[src/rtl/ps2_mouse_to_host.sv]
// PS/2 mouse receive path: line conditioning, 11-bit frame deframing with
// odd-parity checking, an inter-edge timeout, and 3-byte movement packet assembly.
module ps2_mouse_to_host #(
  parameter int FILTER_LEN     = 4,
  parameter int TIMEOUT_CYCLES = 200000
) (
  input  logic       clk,
  input  logic       rst,
  input  logic       ps2_clk,
  input  logic       ps2_data,
  input  logic       pkt_en,
  output logic [7:0] rx_byte,
  output logic       rx_byte_valid,
  output logic       frame_err,
  output logic       pkt_valid,
  output logic [8:0] dx,
  output logic [8:0] dy,
  output logic [2:0] btn,
  output logic [1:0] ovf
);

  localparam int FW = $clog2(FILTER_LEN + 1);
  localparam int TW = $clog2(TIMEOUT_CYCLES + 1);
  localparam logic [FW-1:0] FILT_LAST = FW'(FILTER_LEN - 1);
  localparam logic [TW-1:0] TO_MAX    = TW'(TIMEOUT_CYCLES);
  localparam logic [TW-1:0] TO_LAST   = TW'(TIMEOUT_CYCLES - 1);

  typedef enum logic [1:0] {StIdle, StData, StParity, StStop} frameState_e;

  logic [1:0]    clkSync_q, dataSync_q;
  logic [FW-1:0] filtCnt_q;
  logic          filtClk_q, filtClkPrev_q;
  logic          fallEdge, dataBit;
  frameState_e   frameState_q, frameState_d;
  logic [7:0]    shift_q;
  logic [2:0]    bitCnt_q;
  logic          parity_q;
  logic          stopOk, stopBad, toAbort, toHit;
  logic [TW-1:0] toCnt_q;
  logic [7:0]    rxByte_q;
  logic          rxByteValid_q, frameErr_q;
  logic [1:0]    pktIdx_q;
  logic [6:0]    hdr_q;
  logic [7:0]    byte1_q;
  logic          pktValid_q;
  logic [8:0]    dx_q, dy_q;
  logic [2:0]    btn_q;
  logic [1:0]    ovf_q;

  assign fallEdge = filtClkPrev_q & ~filtClk_q;
  assign dataBit  = dataSync_q[1];
  assign toHit    = !fallEdge && (toCnt_q == TO_LAST);

  // Two-stage synchronisers for both asynchronous PS/2 lines, idling high.
  always_ff @(posedge clk) begin
    if (rst) begin
      clkSync_q  <= 2'b11;
      dataSync_q <= 2'b11;
    end else begin
      clkSync_q  <= {clkSync_q[0], ps2_clk};
      dataSync_q <= {dataSync_q[0], ps2_data};
    end
  end

  // Deglitch filter: the clock level flips only after FILTER_LEN differing samples in a row.
  always_ff @(posedge clk) begin
    if (rst) begin
      filtCnt_q     <= '0;
      filtClk_q     <= 1'b1;
      filtClkPrev_q <= 1'b1;
    end else begin
      filtClkPrev_q <= filtClk_q;
      if (clkSync_q[1] == filtClk_q) begin
        filtCnt_q <= '0;
      end else if (filtCnt_q == FILT_LAST) begin
        filtClk_q <= clkSync_q[1];
        filtCnt_q <= '0;
      end else begin
        filtCnt_q <= filtCnt_q + 1'b1;
      end
    end
  end

  // Frame FSM state register.
  always_ff @(posedge clk) begin
    if (rst) frameState_q <= StIdle;
    else     frameState_q <= frameState_d;
  end

  // Frame FSM next state: one step per filtered falling edge, abort to idle on timeout.
  always_comb begin
    frameState_d = frameState_q;
    if (fallEdge) begin
      case (frameState_q)
        StIdle:   if (!dataBit) frameState_d = StData;
        StData:   if (bitCnt_q == 3'd7) frameState_d = StParity;
        StParity: frameState_d = StStop;
        StStop:   frameState_d = StIdle;
        default:  frameState_d = StIdle;
      endcase
    end else if (toAbort) begin
      frameState_d = StIdle;
    end
  end

  // Frame FSM outputs: stop-bit verdict and timeout abort.
  always_comb begin
    stopOk  = 1'b0;
    stopBad = 1'b0;
    toAbort = 1'b0;
    if (fallEdge && frameState_q == StStop) begin
      if (dataBit && (^{shift_q, parity_q})) stopOk = 1'b1;
      else                                   stopBad = 1'b1;
    end
    if (toHit && frameState_q != StIdle) toAbort = 1'b1;
  end

  // Frame datapath: shift data LSB first and capture the parity bit.
  always_ff @(posedge clk) begin
    if (rst) begin
      shift_q  <= '0;
      bitCnt_q <= '0;
      parity_q <= 1'b0;
    end else if (fallEdge) begin
      case (frameState_q)
        StIdle:   bitCnt_q <= '0;
        StData: begin
          shift_q  <= {dataBit, shift_q[7:1]};
          bitCnt_q <= bitCnt_q + 3'd1;
        end
        StParity: parity_q <= dataBit;
        default:  ;
      endcase
    end
  end

  // Inter-edge timeout counter: clears on each falling edge, saturates at the limit.
  always_ff @(posedge clk) begin
    if (rst)                    toCnt_q <= '0;
    else if (fallEdge)          toCnt_q <= '0;
    else if (toCnt_q != TO_MAX) toCnt_q <= toCnt_q + 1'b1;
  end

  // Byte report: load on a good frame, pulse an error on a bad frame or aborted frame.
  always_ff @(posedge clk) begin
    if (rst) begin
      rxByte_q      <= '0;
      rxByteValid_q <= 1'b0;
      frameErr_q    <= 1'b0;
    end else begin
      rxByteValid_q <= stopOk;
      frameErr_q    <= stopBad | toAbort;
      if (stopOk) rxByte_q <= shift_q;
    end
  end

  // Packet assembler: resync on header bit 3, publish all fields together on the third byte.
  always_ff @(posedge clk) begin
    if (rst) begin
      pktIdx_q   <= '0;
      hdr_q      <= '0;
      byte1_q    <= '0;
      pktValid_q <= 1'b0;
      dx_q       <= '0;
      dy_q       <= '0;
      btn_q      <= '0;
      ovf_q      <= '0;
    end else begin
      pktValid_q <= 1'b0;
      if (!pkt_en || frameErr_q || toHit) begin
        pktIdx_q <= '0;
      end else if (rxByteValid_q) begin
        case (pktIdx_q)
          2'd0: begin
            if (rxByte_q[3]) begin
              hdr_q    <= {rxByte_q[7:4], rxByte_q[2:0]};
              pktIdx_q <= 2'd1;
            end
          end
          2'd1: begin
            byte1_q  <= rxByte_q;
            pktIdx_q <= 2'd2;
          end
          2'd2: begin
            dx_q       <= {hdr_q[3], byte1_q};
            dy_q       <= {hdr_q[4], rxByte_q};
            btn_q      <= hdr_q[2:0];
            ovf_q      <= hdr_q[6:5];
            pktValid_q <= 1'b1;
            pktIdx_q   <= 2'd0;
          end
          default: pktIdx_q <= 2'd0;
        endcase
      end
    end
  end

  assign rx_byte       = rxByte_q;
  assign rx_byte_valid = rxByteValid_q;
  assign frame_err     = frameErr_q;
  assign pkt_valid     = pktValid_q;
  assign dx            = dx_q;
  assign dy            = dy_q;
  assign btn           = btn_q;
  assign ovf           = ovf_q;

endmodule

[config.mk]
export PLATFORM = sky130hd
export DESIGN_NAME = ps2_mouse_to_host
export DESIGN_NICKNAME = d
export VERILOG_FILES = /design/src/rtl/ps2_mouse_to_host.sv
export SDC_FILE = /design/constraint.sdc
export NUM_CORES = 1
export LEC_CHECK = 0
export ABC_CLOCK_PERIOD_IN_PS = 2400
export CAP_MARGIN = 20
export CORE_AREA = 5 5 105 77
export CTS_CLUSTER_DIAMETER = 50
export CTS_CLUSTER_SIZE = 10
export DETAILED_ROUTE_END_ITERATION = 8
export DIE_AREA = 0 0 110 82
export HOLD_SLACK_MARGIN = 0.06
export PLACE_DENSITY = 0.73
export SKIP_CTS_REPAIR_TIMING = 1
export SLEW_MARGIN = 20
export SYNTH_ARGS = -nofsm -noshare
export SYNTH_HDL_FRONTEND = slang
export SYNTH_SLANG_ARGS = --single-unit
[constraint.sdc]
create_clock -name clk -period 2.4 [get_ports clk]
set_input_delay 0.24 -clock clk [delete_from_list [all_inputs] [get_ports clk]]
set_output_delay 0.24 -clock clk [all_outputs]
set_load 0.005 [all_outputs]
# Word level (Yosys, flattened, before mapping)
# Index checks and enable logic that the tools add are counted.
# W data, S select, Z words.
# word_totals
regBits	92
in_bits	5
out_inout_bits	34
word_cells	84
# classes
add_sub_neg	3
n_eq_ne	13
n_mux	14
bitwise	6
reduce_logical	27
# ops
cell	count
$add A18 B1 Y18 const B	1
$eq A18 B18 Y1 const B	1
$ne A18 B18 Y1 const B	1
$mux W2	5
$reduce_and A2 Y1	5
$reduce_and A3 Y1	3
$reduce_xor A9 Y1	1
$pmux W2 S4	1
$add A3 B1 Y3 const B	2
$eq A2 B2 Y1 const B	3
$mux W1	6
$ne A3 B3 Y1 const B	2
$pmux W3 S2	1
$reduce_bool A2 Y1	3
$reduce_or A3 Y1	2
$eq A2 B1 Y1 const B	2
$logic_and A1 B1 Y1	4
$logic_not A2 Y1	2
$not A1 Y1	4
$pmux W2 S2	1
$reduce_and A4 Y1	1
$reduce_or A2 Y1	2
$eq A3 B2 Y1 const B	1
$eq A3 B3 Y1 const B	1
other kinds (6)	8

# Depth between registers and ports, before layout
# depth
ltp_word	8
depth_mapped	7

# Worst setup path before layout
# OpenSTA, ideal clock, no wires.
# synth_path
kind	flip-flop to flip-flop
start	reg toCnt_q[12]
end	reg btn_q[2], in the netlist btn[2]
setup_ns	0.128
t_arrival_ns	1.871
slack_ns	0.402
stages_incl_launch_ff	7
path_buffers	1
path_cell_list	dfxtp_1 > or4_4 > nor4_4 > a2111oi_4 > buf_6 > mux2i_1 > nor2_1
# synth_between
elab_chain_len	5
# synth_lines
item	line_no	text
start, declared	39	logic [TW-1:0] toCnt_q;
start signal, assigned	141	else if (toCnt_q != TO_MAX) toCnt_q <= toCnt_q + 1'b1;
$eq A18 B18 Y1	52	assign toHit = !fallEdge && (toCnt_q == TO_LAST);
$logic_and A1 B1 Y1	52	
$logic_or A1 B1 Y1	170	if (!pkt_en || frameErr_q || toHit) begin
$not A1 Y1 (no line)	--	
$reduce_and A3 Y1 (no line)	--	
end signal, assigned	187	btn_q <= hdr_q[2:0];
end, declared	47	logic [2:0] btn_q;
# No other way between the ends.
# A chain may end at the register's enable or synchronous reset.

# Worst setup path after layout
# layout_path
start	reg toCnt_q[12]
end	reg dx_q[0], in the netlist dx[0]
# layout_between
elab_chain_len	5
# layout_lines
item	line_no	text
$eq A18 B18 Y1	52	
$logic_and A1 B1 Y1	52	
$logic_or A1 B1 Y1	170	
$not A1 Y1 (no line)	--	
$reduce_and A3 Y1 (no line)	--	
end signal, assigned	185	dx_q <= {hdr_q[3], byte1_q};
end, declared	46	logic [8:0] dx_q, dy_q;
# No other way between the ends.

==> impl_metrics.ini <==
[run_status]
run_status = finished, final reports clean

[routing]
first_iter_violations = 121
dr_wl_met3_um = 271
drtAntennaViolNets = 0
vias = 2699
m1WireLength_um = 3550
drt_wl_total_um = 7180
firstDrtPassIters = 5
met2WireLength_um = 3280
drt-vias-per-instance = 5.12
wl_per_cell_um = 13.6
dr.max_layer_used = met4
drc = 0

[synthesis]
yosysWarnings = 0
yosys.area_share.adder = 0.0335
synth_area_um2 = 3740
synth.yosys.seq_area_share = 0.492
synth_nets = 398
async_set_or_reset_flop_fraction_in_the_synthesized_netlist = 0
post_synth_num_cell_types = 40
syn-mean-instance-area_um2 = 9.76
yosys.area_share.simple = 0.196
ys_ff_latch = 92
compound_gate_portion_of_the_synthesized_area = 0.0562
synth.area.mux_share = 0.138
syn-instance-count = 383
main_combinational_cell_family_by_area_after_synthesis = simple AND/OR/NAND/NOR gates
count_of_flip_flops_with_a_built_in_enable_after_synthesis = 0
synthFlopType = sky130_fd_sc_hd__dfxtp_1
synthXorXnorAreaFrac = 0.0565

[clock_tree]
cts_inserted_buffers = 9
clk-insertion-delay-late_ns = 0.35
clk_transition_reported_paths_ns = 0.09
cts-htree-levels = 3
cts.root.buffer_cell = sky130_fd_sc_hd__clkbuf_8
clock_tree.buffer_depth = 2
clock_sink_count = 92
cts_tree = done

[floorplan]
core_area_um2 = 7060
effective_utilization_at_floorplan = 0.530
row_count = 26
chipWidth_um = 110
top_level_ports = 39
die_y_um = 82
dieArea_um2 = 9020

[timing]
count_of_endpoints_failing_setup_in_the_final_report = 0
fmax_mhz = 451
slew_headroom = 0.521
grt_setup_unrepaired = false
period_minus_slack_ns = 2.22
finalSetupTns_ns = 0
finalMaxSlewViolations = 0
worst_pin_slew_ns = 0.719
hold_viol_final = 0
layout_worst_path_cycle_share = 0.924
fin_worst_skew_ns = 0.00885

[placed_design]
place.port_buffers = 38
finalWeightedCongestion = 0.834
dp_hpwl_um = 5070
dpl_cell_area_um2 = 4210

[job]
max_cap_violations = 0

[worst_setup_path]
r2r_end = dx[0]$_SDFFE_PP0P_
critical_path.reg2reg.startpoint = toCnt_q[12]$_SDFFE_PP0P_
worst_r2r_path_depth = 6
setup.worst_path.start_class = flop
crit_arrival_ns = 2.44
rrSetupSlack_ns = 0.18
timing.setup.critical_path_class = reg -> reg
worstSetupEndpointType = flop
worstPathRequired_ns = 2.62
critPathMaxFanout = 23

[power_and_ir_drop]
power_frac_comb = 0.019
power-per-cell-area_nw_per_um2 = 596
p_int_mw = 2.06
power_frac_seq = 0.586
clkPwrFrac = 0.394
sw_frac_of_total = 0.214
leakagePower_nw = 1.58
p_switching_uw = 564
irDropWorstVdd_uv = 283

[worst_hold_path]
holdPathStages = 2
min_from = rst
hold_path_end = rx_byte[5]$_SDFFE_PP0P_
hold_path.class = in -> reg

[global_routing]
antenna_violations_before_repair = 0
gr-total-overflow = 0
first_global_vias = 2391
grt_first_pass_wirelength_um = 11700
maximum_number_of_pins_on_one_net_before_global_route_repair = 56
grt.total_usage = 0.168

[cells_and_area]
layout-drive-gt1-share = 0.0839
nets = 439
n_antenna_cell = 0
stdcell_area_um2 = 4410
area_delta_synth_final_pct = 18.0
## metrics by stage
step | setup slack [ns] | hold slack [ns] | util | instances | total power, mW
2_1_floorplan | 0.402 | 0.344 | - | 383 | 1.61
6_report | 0.181 | 0.255 | 0.625 | 527 | 2.63
4_1_cts | 0.155 | 0.237 | 0.625 | 527 | 2.66
3_3_place_gp | 0.258 | 0.392 | 0.597 | 511 | 1.63
3_5_place_dp | 0.166 | 0.397 | 0.597 | 511 | 1.63
5_1_grt | 0.0237 | 0.255 | 0.625 | 527 | 2.74
## critical path, cell delays in order, from the launching register on
cell,delay [ns]
sky130_fd_sc_hd__dfxtp_1,0.36
sky130_fd_sc_hd__or4_4,0.56
sky130_fd_sc_hd__nor4_4,0.50
sky130_fd_sc_hd__a2111oi_4,0.14
sky130_fd_sc_hd__buf_4,0.29
sky130_fd_sc_hd__mux2i_1,0.20
sky130_fd_sc_hd__nor2_1,0.05
## logic make-up after synthesis
kind of cell / after synthesis
muxes: 50
and+or+nand+nor: 154
buffers and inverters: 24
xor gates and xnor gates: 21
AOI/OAI and AO/OA: 32
DFF: 92
adders and majority gates: 10
## worst max path at each step
stage | start | to
6_report | toCnt_q[12]$_SDFFE_PP0P_ | dx[0]$_SDFFE_PP0P_
5_1_grt | toCnt_q[12]$_SDFFE_PP0P_ | dx[6]$_SDFFE_PP0P_
4_1_cts | toCnt_q[12]$_SDFFE_PP0P_ | dx[5]$_SDFFE_PP0P_
3_5_place_dp | toCnt_q[12]$_SDFFE_PP0P_ | dx[5]$_SDFFE_PP0P_
3_3_place_gp | toCnt_q[13]$_SDFFE_PP0P_ | dy[1]$_SDFFE_PP0P_
2_1_floorplan | toCnt_q[12]$_SDFFE_PP0P_ | btn[2]$_SDFFE_PP0P_
## cell usage in the layout, fill, tap and decap left out, types with 2 or more instances in the layout
cell,count
sky130_fd_sc_hd__mux2i_1,48
sky130_fd_sc_hd__and4_1,3
sky130_fd_sc_hd__dfxtp_1,92
sky130_fd_sc_hd__buf_4,5
sky130_fd_sc_hd__inv_1,11
sky130_fd_sc_hd__xnor2_1,10
sky130_fd_sc_hd__o21ai_0,6
sky130_fd_sc_hd__nand4_1,4
sky130_fd_sc_hd__nor3_1,7
sky130_fd_sc_hd__nor2b_1,4
sky130_fd_sc_hd__nand3_1,8
sky130_fd_sc_hd__a22oi_1,3
sky130_fd_sc_hd__or2_2,5
sky130_fd_sc_hd__nand2b_1,4
sky130_fd_sc_hd__nor2_1,74
sky130_fd_sc_hd__a21oi_1,17
sky130_fd_sc_hd__xnor3_1,2
sky130_fd_sc_hd__and3_1,3
sky130_fd_sc_hd__ha_1,10
sky130_fd_sc_hd__nand2_1,29
sky130_fd_sc_hd__or3_1,3
sky130_fd_sc_hd__a21oi_2,2
sky130_fd_sc_hd__xor2_1,9
sky130_fd_sc_hd__clkdlybuf4s50_1,37
sky130_fd_sc_hd__clkbuf_8,10
## flip-flops by register name (all words and copies together) (netlist names), 2 cells and up
register      flops
byte1_q           8
toCnt_q          18
ovf               2
btn               3
clkSync_q         2
bitCnt_q          3
rx_byte           8
dy                9
dx                9
dataSync_q        2
filtCnt_q         3
hdr_q             7
frameState_q      2
pktIdx_q          2
shift_q           8
## per-layer routing
layer / GRT usage / vias to the layer above
met5: 0 / -
met4: 0.0560 / 0
met3: 0.0448 / 9
met2: 0.248 / 41
met1: 0.238 / 1280
li1: - / 1369
## power by group through the flow
stage                     Combinational [mW]  Clock (mW)  Sequential (mW)
after CTS                             0.0513        1.07             1.54
after global routing                  0.0579        1.14             1.54
after global placement                0.0510           0             1.58
final                                 0.0509        1.04             1.54
after floorplan                       0.0381           0             1.57
after detailed placement              0.0514           0             1.58
## Yosys cell counts, types with 2 or more instances
library cell,instances,share of area
sky130_fd_sc_hd__dfxtp_1,92,0.49
sky130_fd_sc_hd__nor2_1,74,0.074
sky130_fd_sc_hd__mux2i_1,48,0.13
sky130_fd_sc_hd__nand2_1,29,0.029
sky130_fd_sc_hd__a21oi_1,17,0.023
sky130_fd_sc_hd__clkbuf_1,11,0.011
sky130_fd_sc_hd__inv_1,11,0.011
sky130_fd_sc_hd__ha_1,10,0.033
sky130_fd_sc_hd__xnor2_1,10,0.023
sky130_fd_sc_hd__xor2_1,9,0.021
sky130_fd_sc_hd__nand3_1,8,0.011
sky130_fd_sc_hd__nor3_1,7,0.0094
sky130_fd_sc_hd__o21ai_0,6,0.0080
sky130_fd_sc_hd__or2_2,5,0.0084
sky130_fd_sc_hd__nand2b_1,4,0.0067
sky130_fd_sc_hd__nand4_1,4,0.0067
sky130_fd_sc_hd__nor2b_1,4,0.0067
sky130_fd_sc_hd__a22oi_1,3,0.0060
sky130_fd_sc_hd__and3_1,3,0.0050
sky130_fd_sc_hd__and4_1,3,0.0070
sky130_fd_sc_hd__or3_1,3,0.0050
sky130_fd_sc_hd__a21oi_2,2,0.0047
sky130_fd_sc_hd__buf_6,2,0.0060
sky130_fd_sc_hd__xnor3_1,2,0.012
## final cells by class
| cell class | count | area (um^2) |
|---|---|---|
| flip-flops and latches | 92 | 1840 |
| inverters | 11 | 41.3 |
| well taps | 98 | 123 |
| repair buffers | 43 | 413 |
| fillers | 605 | 2650 |
| clock buffers | 11 | 141 |
| multi-input cells | 267 | 1790 |
| clock inverters | 5 | 60.1 |
(Power assumes the default switching activity.)
